`src/rtl/vlog_lexer_pkg.sv`:
```
// Shared types and constants for the Verilog-subset tokenizer.
// Token kinds match the encoding the parser front end expects on tok_kind.
package vlog_lexer_pkg;

  typedef enum logic [2:0] {
    TK_EOF      = 3'd0,
    TK_IDENT    = 3'd1,
    TK_SYSIDENT = 3'd2,
    TK_NUMBER   = 3'd3,
    TK_PUNCT    = 3'd4,
    TK_OP2      = 3'd5,
    TK_ERROR    = 3'd6
  } tok_kind_t;

  typedef enum logic [2:0] {
    S_IDLE,
    S_IDENT,
    S_NUM,
    S_OP,
    S_SLASH,
    S_COMMENT,
    S_EMIT,
    S_DONE
  } state_t;

  localparam logic [7:0] CH_NL         = 8'h0a;
  localparam logic [7:0] CH_SLASH      = 8'h2f;
  localparam logic [7:0] CH_DOLLAR     = 8'h24;
  localparam logic [7:0] CH_UNDERSCORE = 8'h5f;
  localparam logic [7:0] CH_EQ         = 8'h3d;
  localparam logic [7:0] CH_BANG       = 8'h21;
  localparam logic [7:0] HASH_MUL      = 8'd31;

  // Characters that may begin a two-character operator: < > = ! * + - & |
  function automatic logic is_op_start(input logic [7:0] c);
    return (c == 8'h3c) || (c == 8'h3e) || (c == CH_EQ) || (c == CH_BANG) ||
           (c == 8'h2a) || (c == 8'h2b) || (c == 8'h2d) || (c == 8'h26) ||
           (c == 8'h7c);
  endfunction

endpackage

```
`src/rtl/vlog_char_class.sv`:
```
// Purely combinational character classifier plus two-character operator matcher.
module vlog_char_class
  import vlog_lexer_pkg::*;
(
  input  logic [7:0] ch,
  input  logic [7:0] first,
  output logic       ws,
  output logic       id_start,
  output logic       id_cont,
  output logic       digit,
  output logic       op_start,
  output logic       printable,
  output logic       pair_ok
);
  logic alpha;

  assign alpha     = ((ch >= 8'h41) && (ch <= 8'h5a)) || ((ch >= 8'h61) && (ch <= 8'h7a));
  assign ws        = (ch == 8'h20) || (ch == 8'h09) || (ch == 8'h0d) || (ch == CH_NL);
  assign digit     = (ch >= 8'h30) && (ch <= 8'h39);
  assign id_start  = alpha || (ch == CH_UNDERSCORE);
  assign id_cont   = id_start || digit || (ch == CH_DOLLAR);
  assign op_start  = is_op_start(ch);
  assign printable = (ch >= 8'h21) && (ch <= 8'h7e);

  // Doubled operators (<< >> == ** ++ -- && ||) or '='-suffixed ones (<= >= == !=)
  assign pair_ok = ((ch == first) && (first != CH_BANG) && is_op_start(first)) ||
                   ((ch == CH_EQ) && ((first == 8'h3c) || (first == 8'h3e) ||
                                      (first == CH_EQ) || (first == CH_BANG)));

endmodule

```
`src/rtl/vlog_lexer.sv`:
```
// Streaming Verilog-subset tokenizer: one character per cycle in, classified tokens out.
// Terminators are never consumed by the token they end; they are re-presented in IDLE.
module vlog_lexer
  import vlog_lexer_pkg::*;
#(
  parameter int NUM_W  = 32,
  parameter int LEN_W  = 5,
  parameter int LINE_W = 16
) (
  input  logic              clk,
  input  logic              rst,
  input  logic              in_valid,
  output logic              in_ready,
  input  logic [7:0]        in_char,
  input  logic              in_last,
  output logic              tok_valid,
  input  logic              tok_ready,
  output logic [2:0]        tok_kind,
  output logic [NUM_W-1:0]  tok_value,
  output logic [LEN_W-1:0]  tok_len,
  output logic [LINE_W-1:0] tok_line
);
  state_t              state_reg, state_next;
  tok_kind_t           kind_reg, kind_next;
  logic [NUM_W-1:0]    value_reg, value_next;
  logic [LEN_W-1:0]    len_reg, len_next;
  logic [LINE_W-1:0]   tline_reg, tline_next;
  logic [LINE_W-1:0]   line_reg, line_next;
  logic                eof_reg, eof_next;
  logic                fire, eof_load;
  logic                cc_ws, cc_id_start, cc_id_cont, cc_digit, cc_op_start, cc_printable, cc_pair_ok;
  logic [LEN_W-1:0]    len_inc;
  logic [NUM_W-1:0]    hash_step, num_step;

  vlog_char_class u_class (
    .ch        (in_char),
    .first     (value_reg[7:0]),
    .ws        (cc_ws),
    .id_start  (cc_id_start),
    .id_cont   (cc_id_cont),
    .digit     (cc_digit),
    .op_start  (cc_op_start),
    .printable (cc_printable),
    .pair_ok   (cc_pair_ok)
  );

  assign len_inc   = (len_reg == {LEN_W{1'b1}}) ? len_reg : len_reg + LEN_W'(1);
  assign hash_step = value_reg * NUM_W'(HASH_MUL) + NUM_W'(in_char);
  assign num_step  = value_reg * NUM_W'(10) + NUM_W'(in_char - 8'h30);

  assign tok_valid = (state_reg == S_EMIT);
  assign tok_kind  = kind_reg;
  assign tok_value = value_reg;
  assign tok_len   = len_reg;
  assign tok_line  = tline_reg;

  always_comb begin
    state_next = state_reg;
    kind_next  = kind_reg;
    value_next = value_reg;
    len_next   = len_reg;
    tline_next = tline_reg;
    line_next  = line_reg;
    eof_next   = eof_reg;
    eof_load   = 1'b0;

    case (state_reg)
      S_IDLE:    in_ready = 1'b1;
      S_IDENT:   in_ready = cc_id_cont;
      S_NUM:     in_ready = cc_digit || (in_char == CH_UNDERSCORE);
      S_OP:      in_ready = cc_pair_ok;
      S_SLASH:   in_ready = (in_char == CH_SLASH);
      S_COMMENT: in_ready = 1'b1;
      default:   in_ready = 1'b0;
    endcase
    if (rst) in_ready = 1'b0;

    fire = in_valid && in_ready;
    if (fire && (in_char == CH_NL)) line_next = line_reg + LINE_W'(1);
    if (fire && in_last) eof_next = 1'b1;

    case (state_reg)
      S_IDLE: begin
        if (fire) begin
          if (cc_ws) begin
            if (in_last) begin
              eof_load   = 1'b1;
              state_next = S_EMIT;
            end
          end else begin
            tline_next = line_reg;
            len_next   = LEN_W'(1);
            value_next = NUM_W'(in_char);
            kind_next  = TK_PUNCT;
            state_next = S_EMIT;
            if (cc_id_start) begin
              kind_next = TK_IDENT;
              if (!in_last) state_next = S_IDENT;
            end else if (in_char == CH_DOLLAR) begin
              kind_next  = TK_SYSIDENT;
              value_next = '0;
              if (!in_last) state_next = S_IDENT;
            end else if (cc_digit) begin
              kind_next  = TK_NUMBER;
              value_next = NUM_W'(in_char - 8'h30);
              if (!in_last) state_next = S_NUM;
            end else if (in_char == CH_SLASH) begin
              if (!in_last) state_next = S_SLASH;
            end else if (cc_op_start) begin
              if (!in_last) state_next = S_OP;
            end else if (!cc_printable) begin
              kind_next = TK_ERROR;
            end
          end
        end
      end
      S_IDENT: begin
        if (in_valid) begin
          if (cc_id_cont) begin
            value_next = hash_step;
            len_next   = len_inc;
            if (in_last) state_next = S_EMIT;
          end else begin
            state_next = S_EMIT;
          end
        end
      end
      S_NUM: begin
        if (in_valid) begin
          if (cc_digit || (in_char == CH_UNDERSCORE)) begin
            if (cc_digit) value_next = num_step;
            len_next = len_inc;
            if (in_last) state_next = S_EMIT;
          end else begin
            state_next = S_EMIT;
          end
        end
      end
      S_OP: begin
        if (in_valid) begin
          state_next = S_EMIT;
          if (cc_pair_ok) begin
            kind_next  = TK_OP2;
            value_next = NUM_W'({value_reg[7:0], in_char});
            len_next   = LEN_W'(2);
          end
        end
      end
      S_SLASH: begin
        if (in_valid) begin
          if (in_char == CH_SLASH) begin
            if (in_last) begin
              eof_load   = 1'b1;
              state_next = S_EMIT;
            end else begin
              state_next = S_COMMENT;
            end
          end else begin
            state_next = S_EMIT;
          end
        end
      end
      S_COMMENT: begin
        if (fire) begin
          if (in_last) begin
            eof_load   = 1'b1;
            state_next = S_EMIT;
          end else if (in_char == CH_NL) begin
            state_next = S_IDLE;
          end
        end
      end
      S_EMIT: begin
        if (tok_ready) begin
          if (kind_reg == TK_EOF) state_next = S_DONE;
          else if (eof_reg)       eof_load   = 1'b1;
          else                    state_next = S_IDLE;
        end
      end
      default: ;
    endcase

    // EOF token carries the line count including any newline consumed this cycle
    if (eof_load) begin
      kind_next  = TK_EOF;
      value_next = '0;
      len_next   = '0;
      tline_next = line_next;
    end
  end

  always_ff @(posedge clk or posedge rst) begin
    if (rst) begin
      state_reg <= S_IDLE;
      kind_reg  <= TK_EOF;
      value_reg <= '0;
      len_reg   <= '0;
      tline_reg <= LINE_W'(1);
      line_reg  <= LINE_W'(1);
      eof_reg   <= 1'b0;
    end else begin
      state_reg <= state_next;
      kind_reg  <= kind_next;
      value_reg <= value_next;
      len_reg   <= len_next;
      tline_reg <= tline_next;
      line_reg  <= line_next;
      eof_reg   <= eof_next;
    end
  end

endmodule
```
`config.mk`:
```
export PLATFORM = sky130hd
export DESIGN_NAME = vlog_lexer
export DESIGN_NICKNAME = d
export VERILOG_FILES = /design/src/rtl/vlog_lexer_pkg.sv /design/src/rtl/vlog_char_class.sv /design/src/rtl/vlog_lexer.sv
export SDC_FILE = /design/constraint.sdc
export NUM_CORES = 1
export LEC_CHECK = 0
export CORE_UTILIZATION = 45
export CTS_CLUSTER_SIZE = 16
export DETAILED_ROUTE_END_ITERATION = 7
export PLACE_DENSITY = 0.69
export SYNTH_ARGS = -nofsm -noshare
export SYNTH_HDL_FRONTEND = slang
export SYNTH_HIERARCHICAL = 1
export SYNTH_SLANG_ARGS = --single-unit
```
`constraint.sdc`:
```
create_clock -name clk -period 4.6 [get_ports clk]
set_input_delay 0.46 -clock clk [delete_from_list [all_inputs] [get_ports clk]]
set_output_delay 0.46 -clock clk [all_outputs]
set_load 0.03 [all_outputs]
```
==> qor.csv, run 1 <==
stage,metric,value,unit
clock_network,Clock Pin Slew Worst Setup and Hold Paths,0.08,ns
timing,Hold Fails Final Rpt,0,
synthesis,share of the synthesized area in the top cell type,15.3,%
synthesis,sequential fraction of the synthesis area,15.6,%
critical_path,flop2flop setup slack,-0.01,ns
synthesis,Synth area leader,ha_1,
critical_path,cell at the slowest stage of the critical path,or4b_4,
routing,routed wire length,37800,um
timing,Period minus WS final,4.61,ns
global_routing,first-pass GRT wire length,61300,um
critical_path,RR Endpoint,tok_value[31],
hold_path,min-delay src,eof_reg,
finish,max FFs per register,32,
synthesis,Mapped Cells,1459,
clock_network,H-tree levels,3,
synthesis,most common library cells after synthesis,"inv_1 (159), ha_1 (150), a21oi_1 (134)",
synthesis,Yosys cell types,86,
global_routing,initial antenna violation count,0,
finish,nets,1930,
finish,layout cells sized above 1,19.3,%
floorplan,Die Area,27800,um2
timing,Max-slew headroom,30.1,%
run,max_cap viols,0,
placement,port bufs,70,
timing,setup ws final,-0.0121,ns
timing,Setup TNS Final,-0.0121,ns
synthesis,Syn Area/Cell,8.38,um2
clock_network,CTS Hold Bufs,0,
clock_network,worst-skew pair later-pin latency,0.36,ns
hold_path,Worst Hold End,eof_reg,
hold_path,Hold Crit Class,flop to flop,
critical_path,FF-to-FF Start,tok_value[1],
timing,fin. max-slew vios,0,
timing,worst slew pin tran,1.05,ns
critical_path,critical-path maximum fanout,4,
placement,hpwl dp,28700,um
outcome,status,"complete, but fails checks",
synthesis,ranking of synthesized cells by area,"ha_1 (15%), dfrtp_1 (15%), fa_1 (15%), a21oi_1 (5.5%), xnor2_1 (5.0%)",
global_routing,gr usage total,27.3,%
finish,fin cells,2015,
critical_path,Critical Path Most Common Cell,ha_4,
global_routing,pin count of the biggest net entering global routing,77,
clock_network,CTS tree,built,
finish,antenna fix cells,0,
synthesis,"FFs w/ async S/R, synth",100,%
finish,fill count,2300,
routing,DR iter-0 viols,874,
routing,Post-DRT Antenna Nets,0,
timing,Max Clk Rate,217,MHz
synthesis,most common cell in the synthesized netlist,inv_1,
synthesis,syn nets,1714,
routing,Remaining DRCs,0,
floorplan,Initial Util,46.4,%
critical_path,worst-path cell chain,ha_4 -> ha_4 -> fa_2 -> a21o_1 -> a21oi_4 -> nor4_4 -> nor3_2 -> a21o_1 -> a21oi_2 -> o21ai_2 -> or4b_4 -> o311ai_4 -> ha_4 -> nand3_4 -> nor3_4 -> nand3_1 -> o21a_1 -> o211ai_1 -> buf_4 -> o211ai_1 -> a2bb2oi_2 -> xor2_1 -> o311ai_2,
global_routing,number of global-route vias before repair,12000,
timing,Setup Skew,0.0130,ns
synthesis,Yosys warnings,6,
placement,routability cong.,1.03,
synthesis,number of synthesized register bits,76,
clock_network,root buffer cell,clkbuf_16,
hold_path,Hold Path Depth,1,
synthesis,top_reg_cell synth,dfrtp_1,
routing,per-cell routed wire length,18.8,um
outcome,failing checks,setup timing,
synthesis,number of synthesized flops with an enable pin,0,
floorplan,Die Wd,167,um
floorplan,core area,26400,um2
floorplan,FP Rows,59,
critical_path,CP max stage delay,0.49,ns
clock_network,clock sink count,76,
routing,via/cell ratio,5.98,
clock_network,Num CTS Buffers,9,
global_routing,grt ovf,0,
floorplan,I/O Pins,71,
placement,dpl cells,1983,
timing,fin crit share,100,%
critical_path,worst r2r path cells,23,
critical_path,Crit Path Category,flop to flop,
synthesis,cell area after synthesis,12200,um2
timing,RSZ-0062 raised after global routing,yes,
floorplan,Die Y,167,um
clock_network,maximum buffer depth of the clock tree,2,
routing,First-pass DRT Iterations,5,
finish,area grow syn2layout,25.5,%
critical_path,CP Data Required Time,4.82,ns
critical_path,CP Launch Type,flop,
timing,# setup viols final,1,
critical_path,Worst Path Arrival,4.83,ns
routing,vias,12000,
critical_path,crit end category,flop,
-- worst max-delay path, delay by kind of cell, from the launching register on --
| kind | cells | cell delay [ns] |
|---|---|---|
| AOI/OAI and AO/OA | 11 | 1.55 |
| and+or+nand+nor | 6 | 1.07 |
| adders and majority gates | 4 | 0.97 |
| DFF | 1 | 0.44 |
| xor gates and xnor gates | 1 | 0.25 |
| buffers and inverters | 1 | 0.18 |
-- logic make-up after synthesis --
| kind of cell | Yosys count | synth area share, % |
|---|---|---|
| AO/OA/AOI/OAI | 449 | 24.2 |
| AND/OR/NAND/NOR | 378 | 15.2 |
| adder cells (fa/ha/maj) | 243 | 30.5 |
| buffers and inverters | 200 | 6.31 |
| XOR/XNOR | 106 | 7.59 |
| flip-flops | 76 | 15.6 |
| multiplexers | 7 | 0.594 |
-- timing repair --
action | CTS | global route
pin swaps | 27 | 37
setup buffers | 10 | 8
gates resized for setup | 24 | 94
setup endpoints to repair | 12 | 19
endpoints found under the hold margin | 0 | 0
-- how the worst max path moves through the flow --
| stage | endpoint | from | slack, ns | cells past startpoint |
|---|---|---|---|---|
| after CTS | tok_value[31] | tok_value[1] | -0.04 | 23 |
| after floorplan | tok_value[31] | tok_value[6] | -0.01 | 14 |
| final | tok_value[31] | tok_value[1] | -0.01 | 23 |
| after global placement | tok_value[24] | in_char[4] | -0.28 | 17 |
| after detailed placement | tok_value[30] | in_char[3] | -0.33 | 19 |
| after global routing | tok_value[31] | tok_value[1] | -0.27 | 23 |
-- cell type report --
| cell class | count | area (um2) | share of cell area, % |
|---|---|---|---|
| Inverter | 160 | 606 | 3.95 |
| Tap cell | 335 | 419 | 2.73 |
| Clock buffer | 9 | 225 | 1.47 |
| Multi-Input combinational cell | 1183 | 10100 | 65.6 |
| Sequential cell | 76 | 1920 | 12.5 |
| Clock inverter | 7 | 71.3 | 0.465 |
| Timing Repair Buffer | 245 | 2030 | 13.3 |
-- through the flow --
stage / hold WS [ns] / instance area [um2] / setup WS (ns) / util (%)
6_report: 0.486 / 15300 / -0.0121 / 58.2
5_1_grt: 0.506 / 15300 / -0.269 / 58.2
4_1_cts: 0.492 / 14900 / -0.0418 / 56.5
3_5_place_dp: 0.470 / 14500 / -0.332 / 54.8
3_3_place_gp: 0.473 / 14500 / -0.281 / 54.8
2_1_floorplan: 0.443 / 12300 / -0.0100 / -
-- placed cells by master (no fill, tap or decap), types with 39 or more instances in the layout --
cell type | Yosys | final
a21o_1 | 39 | 39
a21oi_1 | 134 | 110
buf_4 | 0 | 172
clkdlybuf4s50_1 | 0 | 70
dfrtp_1 | 74 | 58
fa_1 | 92 | 90
ha_1 | 150 | 138
inv_1 | 159 | 152
nand2_1 | 112 | 111
nor2_1 | 89 | 86
o21ai_0 | 85 | 70
xnor2_1 | 70 | 70
-- layer usage --
metal | track usage [%] | up-vias | routed length [um]
li1 | - | 5671 | -
met1 | 36.6 | 5788 | 16500
met2 | 44.1 | 473 | 17400
met3 | 4.23 | 114 | 2420
met4 | 10.6 | 0 | 1430
met5 | 0 | - | 0
Power of run 1 is not shown: default switching activity piles up to over one toggle a cycle in this logic, so the estimate is an artifact.
==> run 2, diff against run 1 <==
Settings changed: SLEW_MARGIN set to 10.
==> results of run 2 <==
The final DEF is identical to that of run 1; final timing and power are the same.
Power of run 2 is left out for the same reason.
